$ cat config.mk
export PLATFORM = sky130hd
export DESIGN_NAME = mc_ctrl
export DESIGN_NICKNAME = d
export VERILOG_FILES = /design/src/rtl/mc_ctrl.sv
export SDC_FILE = /design/constraint.sdc
export NUM_CORES = 1
export LEC_CHECK = 0
export ABC_AREA = 0
export CORE_MARGIN = 2
export CORE_UTILIZATION = 36
export CTS_CLUSTER_DIAMETER = 100
export CTS_CLUSTER_SIZE = 16
export DETAILED_ROUTE_END_ITERATION = 6
export PLACE_DENSITY = 0.86
export SYNTH_ARGS = -nofsm -noshare
export SYNTH_HDL_FRONTEND = slang
export SYNTH_SLANG_ARGS = --single-unit
$ cat constraint.sdc
create_clock -name clk -period 2.3 [get_ports clk]
set_clock_uncertainty 0.2 [all_clocks]
set_input_delay 0.345 -clock clk [delete_from_list [all_inputs] [get_ports clk]]
set_output_delay 0.345 -clock clk [all_outputs]
set_load 0.1 [all_outputs]
$ cat src/rtl/mc_ctrl.sv
// Multi-cycle MIPS control FSM: sequences the shared datapath through fetch,
// decode, execute, memory and write-back, and flags unsupported instructions.
module mc_ctrl #(
  parameter bit ENABLE_TRAP = 1'b1
) (
  input  logic       clk,
  input  logic       rst,
  input  logic [5:0] op,
  input  logic [5:0] funct,
  input  logic       zero,
  input  logic       mem_ready,
  output logic       mem_req,
  output logic       mem_we,
  output logic       iord,
  output logic       ir_write,
  output logic       pc_write,
  output logic [1:0] pc_src,
  output logic       reg_write,
  output logic [1:0] reg_dst,
  output logic [1:0] wd_sel,
  output logic       alu_srca,
  output logic [1:0] alu_srcb,
  output logic [2:0] alu_op,
  output logic [1:0] EXTOp,
  output logic       illegal,
  output logic [3:0] state
);

  typedef enum logic [3:0] {
    FETCH    = 4'd0,
    DECODE   = 4'd1,
    EXEC_R   = 4'd2,
    EXEC_I   = 4'd3,
    ALU_WB   = 4'd4,
    MEM_ADDR = 4'd5,
    MEM_RD   = 4'd6,
    MEM_WB   = 4'd7,
    MEM_WR   = 4'd8,
    BRANCH   = 4'd9,
    JUMP     = 4'd10,
    TRAP     = 4'd11
  } state_t;

  localparam logic [5:0] OP_RTYPE = 6'b000000;
  localparam logic [5:0] OP_ORI   = 6'b001101;
  localparam logic [5:0] OP_LUI   = 6'b001111;
  localparam logic [5:0] OP_ADDIU = 6'b001001;
  localparam logic [5:0] OP_LW    = 6'b100011;
  localparam logic [5:0] OP_SW    = 6'b101011;
  localparam logic [5:0] OP_BEQ   = 6'b000100;
  localparam logic [5:0] OP_J     = 6'b000010;

  localparam logic [2:0] ALU_ADD  = 3'b000;
  localparam logic [2:0] ALU_SUB  = 3'b001;
  localparam logic [2:0] ALU_AND  = 3'b010;
  localparam logic [2:0] ALU_OR   = 3'b011;
  localparam logic [2:0] ALU_SLT  = 3'b100;
  localparam logic [2:0] ALU_PASS = 3'b101;

  state_t state_q, state_d;

  function automatic logic funct_ok(input logic [5:0] f);
    return (f == 6'b100001) || (f == 6'b100011) || (f == 6'b100100) ||
           (f == 6'b100101) || (f == 6'b101010);
  endfunction

  function automatic logic [2:0] funct_alu(input logic [5:0] f);
    case (f)
      6'b100011: return ALU_SUB;
      6'b100100: return ALU_AND;
      6'b100101: return ALU_OR;
      6'b101010: return ALU_SLT;
      default:   return ALU_ADD;
    endcase
  endfunction

  always_ff @(posedge clk) begin
    if (rst) state_q <= FETCH;
    else     state_q <= state_d;
  end

  always_comb begin
    state_d   = FETCH;
    mem_req   = 1'b0;
    mem_we    = 1'b0;
    iord      = 1'b0;
    ir_write  = 1'b0;
    pc_write  = 1'b0;
    pc_src    = 2'b00;
    reg_write = 1'b0;
    reg_dst   = 2'b00;
    wd_sel    = 2'b00;
    alu_srca  = 1'b0;
    alu_srcb  = 2'b00;
    alu_op    = ALU_ADD;
    EXTOp     = 2'b11;
    illegal   = 1'b0;
    case (state_q)
      FETCH: begin
        mem_req  = 1'b1;
        alu_srcb = 2'b01;
        if (mem_ready) begin
          ir_write = 1'b1;
          pc_write = 1'b1;
          state_d  = DECODE;
        end else begin
          state_d  = FETCH;
        end
      end
      DECODE: begin
        alu_srcb = 2'b11;
        // Unknown encodings either trap or fall back to fetching the next word.
        if (ENABLE_TRAP) state_d = TRAP;
        else             state_d = FETCH;
        case (op)
          OP_RTYPE: if (funct_ok(funct)) state_d = EXEC_R;
          OP_ORI, OP_LUI, OP_ADDIU: state_d = EXEC_I;
          OP_LW, OP_SW: state_d = MEM_ADDR;
          OP_BEQ: state_d = BRANCH;
          OP_J:   state_d = JUMP;
          default: ;
        endcase
      end
      EXEC_R: begin
        alu_srca = 1'b1;
        alu_op   = funct_alu(funct);
        state_d  = ALU_WB;
      end
      EXEC_I: begin
        alu_srca = 1'b1;
        alu_srcb = 2'b10;
        if (op == OP_ORI) begin
          EXTOp  = 2'b00;
          alu_op = ALU_OR;
        end else if (op == OP_LUI) begin
          EXTOp  = 2'b10;
          alu_op = ALU_PASS;
        end
        state_d = ALU_WB;
      end
      ALU_WB: begin
        reg_write = 1'b1;
        reg_dst   = (op == OP_RTYPE) ? 2'b01 : 2'b00;
        state_d   = FETCH;
      end
      MEM_ADDR: begin
        alu_srca = 1'b1;
        alu_srcb = 2'b10;
        state_d  = (op == OP_LW) ? MEM_RD : MEM_WR;
      end
      MEM_RD: begin
        mem_req = 1'b1;
        iord    = 1'b1;
        state_d = mem_ready ? MEM_WB : MEM_RD;
      end
      MEM_WB: begin
        reg_write = 1'b1;
        wd_sel    = 2'b01;
        state_d   = FETCH;
      end
      MEM_WR: begin
        mem_req = 1'b1;
        mem_we  = 1'b1;
        iord    = 1'b1;
        state_d = mem_ready ? FETCH : MEM_WR;
      end
      BRANCH: begin
        alu_srca = 1'b1;
        alu_op   = ALU_SUB;
        pc_src   = 2'b01;
        pc_write = zero;
        state_d  = FETCH;
      end
      JUMP: begin
        pc_write = 1'b1;
        pc_src   = 2'b10;
        state_d  = FETCH;
      end
      TRAP: begin
        illegal = 1'b1;
        state_d = FETCH;
      end
      default: state_d = FETCH;
    endcase
    // Reset aborts any access in flight: no request, write or update escapes.
    if (rst) begin
      mem_req   = 1'b0;
      mem_we    = 1'b0;
      ir_write  = 1'b0;
      pc_write  = 1'b0;
      reg_write = 1'b0;
      illegal   = 1'b0;
    end
  end

  assign state = state_q;

endmodule
==> results by stage <==
Synth:
- Yosys instantiated no cell more often than sky130_fd_sc_hd__nor2_1.
- In this run, synthesis produced a sequential element count of 4.
- In this run the biggest area consumer among cell types represents 11.9% of the synthesized area.
- For this run, the register share of the synthesized area comes to 11.9%.
- By area the synthesized netlist is led by sky130_fd_sc_hd__dfxtp_1 12%, sky130_fd_sc_hd__nand2b_1 8.4%, sky130_fd_sc_hd__nor3_1 6.0%.
- The cell taking the most area after synthesis is sky130_fd_sc_hd__dfxtp_1.
- In this run the cell area of the synthesized design comes to 672 sq um.
- After synthesis, the share of flip-flops with an asynchronous set or reset is 0%.
- The dominant register cell in the synthesized netlist is sky130_fd_sc_hd__dfxtp_1.
- Sorting the synthesized cells by how often they occur yields 10 x sky130_fd_sc_hd__nor2_1, 9 x sky130_fd_sc_hd__nand2b_1, 8 x sky130_fd_sc_hd__nor3_1, 6 x sky130_fd_sc_hd__a21oi_1.
- The count of flip-flops with a built-in enable after synthesis is 0.
- The mean instance size in the synthesized netlist is 6.65 sq um.
- Synthesis produced 101 cells.
- The count of unique library cells instantiated by Yosys is 39.
- The count of synthesis-stage warnings from yosys is 0.

Floorplan:
- The die is 47.2 um wide.
- The core region is 1750 sq um.
- The chip height is 47.2 um.
- The floorplan step defined a die boundary enclosing 2230 sq um.
- The initial standard-cell utilization of the core is 38.5%.
- The initialized floorplan defines 15 standard-cell rows.
- 41 I/O pins were placed.

Detailed routing:
- The number of DRC markers after the initial detailed-route iteration is 29.
- The remaining antenna violation count is 0.
- After detailed routing, the number of remaining DRC violations is 0.
- The uppermost layer routed is met4.
- The via count is 1062.
- In the final routed layout, each cell accounts on average for 17.3 um.
- Wires add up to 3070 um.
- The pre-antenna-repair detailed-routing pass consisted of 4 iterations.
- The detailed-routing wirelength on met1 is 1070 um.
- Wire segments on met2 add up to 1680 um in the final route.
- The post-detailed-route via-to-cell ratio is 5.97.
- In the detailed route, the total length drawn on met3 is 206 um.

Setup path:
- The worst setup path is launched from a flop.
- At the worst endpoint, the arrival time is 1720 ps.
- Of all nets on the critical path, the largest fanout is 8.
- The worst path required time is 1750 ps.
- STA classifies the critical path endpoint as an output port.
- The kind of critical path is reg2out.

Placed design:
- The number of port buffers is 38.
- In this run, placement finished with an instance count of 167.
- The worst-case setup slack after placement is -60.9 ps.
- At the end of routability-driven placement, the weighted congestion stood at 0.801.
- The detailed placer's ending HPWL is 2160 um.

Layout:
- The flip-flop count of the largest register, all copies and words added is 4.
- Cells with a size suffix above 1 make up 51.0% of the layout.
- The final-stage net count is 171.
- The number of inserted filler cells in the final layout is 73.
- From synthesis to final layout, the design area changed by 136%.
- The count of cells in the finished layout, fillers not included, comes to 178.
- The repair_antennas step left the layout with diodes totalling 0.

Timing:
- The final-report hold violation count was 0.
- The slew at the pin closest to its max-slew limit is 520 ps.
- The number of max-slew violations in the final report was 0.
- The time the worst path needs with I/O delays and setup is 2270 ps.
- Derived from the worst setup path, the maximum achievable clock frequency is 441 MHz.
- The worst slew slack as a fraction of its limit is 64.4%.
- After layout, the worst setup slack is 30.4 ps.
- The count of endpoints failing setup in the final report is 0.
- Dividing the final minimum period by the clock period gives 98.7%.

Clock network:
- TritonCTS built the clock tree.
- The clock passes through at most 2 buffers.
- The root cell of the clock tree is sky130_fd_sc_hd__clkbuf_4.
- The clock latency of the later-clocked register in the worst-skew pair is 230 ps.
- For this design, the CTS-stage hold fixing added 0 buffers.
- Counting every sink on the clock net gives 4.
- The depth of the CTS H-tree is 1.
- The number of buffers created by CTS is 3.
- After clock tree synthesis, the clock-pin slew on the worst setup and hold paths is 40 ps.

Global route:
- The global-route usage over all layers is 27.2%.
- The largest net degree at the start of global routing is 21.
- For this run the aggregate overflow at the end of global routing stands at 0.
- The via count of the first global-routing pass is 995.
- The initial antenna violation count is 0.
- The global-route wire length before repair is 4270 um.

Power:
- The worst-case IR drop observed on VDD is 957 uV.
- For this design the ratio of total power to cell area is 1180 nW/um^2.
- The relative contribution of the clock network to total power is 4.6%.
- In this run, flip-flops and latches consume 9.1% of the power.
- The static leakage is 0.650 nW.
- The switching share of power is 62.3%.
- The total net switching power is 1.16 mW.
- The share of power burned in combinational logic is 86.3%.
- The cell-internal power is 704 uW.

Run status:
- The run finished with clean final reports.

Worst hold path:
- The path class of the tightest hold or removal check is reg2reg.

Flow run:
- The total of max-cap violations is 0.
-- per-stage QoR --
stage	utilization (%)	power, mW	TNS (ps)	hold WS [ps]	cell area (sq um)
global placement	84.2	1.63	0	349	1470
finish	91.0	1.87	0	301	1590
CTS	86.5	1.76	-3.09	382	1510
global route	91.0	1.92	-8.53	314	1590
detailed placement	84.2	1.66	-82.0	365	1470
floorplan	-	1.25	-2190	308	865
-- power by group through the flow --
stage,registers (mW),logic [mW],clock network [mW]
5_1_grt,0.172,1.66,0.0929
3_5_place_dp,0.230,1.43,0
4_1_cts,0.232,1.44,0.0879
2_1_floorplan,0.304,0.943,0
6_report,0.169,1.61,0.0860
3_3_place_gp,0.225,1.40,0
-- cell usage in the layout, fill, tap and decap left out, drive strengths merged, types with 4 or more instances in the layout --
| cell type | instances |
|---|---|
| a21oi | 6 |
| buf | 42 |
| clkdlybuf4s50 | 11 |
| dfxtp | 4 |
| dlymetal6s2s | 4 |
| nand2 | 4 |
| nand2b | 9 |
| nor2 | 10 |
| nor2b | 6 |
| nor3 | 8 |
| nor4 | 4 |
| o21ai | 5 |
-- repair_timing --
action | in CTS | in global routing
pin swaps | 1 | 4
resized for setup | 4 | 6
endpoints found under the setup margin | 4 | 5
setup buffers | 0 | 8
-- final timing paths --
path | startpoint | to | slack, ps | cells past startpoint
worst max register to register | state[0] | state[1] | 450 | 4
worst min-delay path | state[3] | state[2] | 300 | 1
worst min register to register | state[3] | state[2] | 300 | 1
worst max-delay path | state[3] | alu_op[0] | 30 | 5
-- cells by family after synthesis --
kind of cell | synth area share, %
buf+inv | 8.94
compound gates | 28.7
flops | 11.9
simple gates | 45.8
other cells | 0.558
mux | 1.49
xor+xnor | 2.61
-- final cells by class --
| type | count | area, sq um | area share, % |
|---|---|---|---|
| inverters | 4 | 18.8 | 1.18 |
| flip-flops and latches | 4 | 95.1 | 5.99 |
| repair buffers | 57 | 713 | 44.9 |
| clock buffers | 3 | 22.5 | 1.42 |
| well taps | 25 | 31.3 | 1.97 |
| multi-input cells | 85 | 707 | 44.5 |
-- routing by layer --
layer	GRT usage [%]	vias to the layer above
li1	-	475
met1	28.8	499
met2	50.7	72
met3	6.54	16
met4	11.7	0
met5	0	-
-- critical path, stage by stage, from the launching register on --
cell and delay, ps:
sky130_fd_sc_hd__dfxtp_4 360, sky130_fd_sc_hd__buf_4 170, sky130_fd_sc_hd__nand2b_1 300, sky130_fd_sc_hd__nor2_4 80
sky130_fd_sc_hd__a311o_2 390, sky130_fd_sc_hd__buf_12 170
Power figures use the tool's default switching activity.
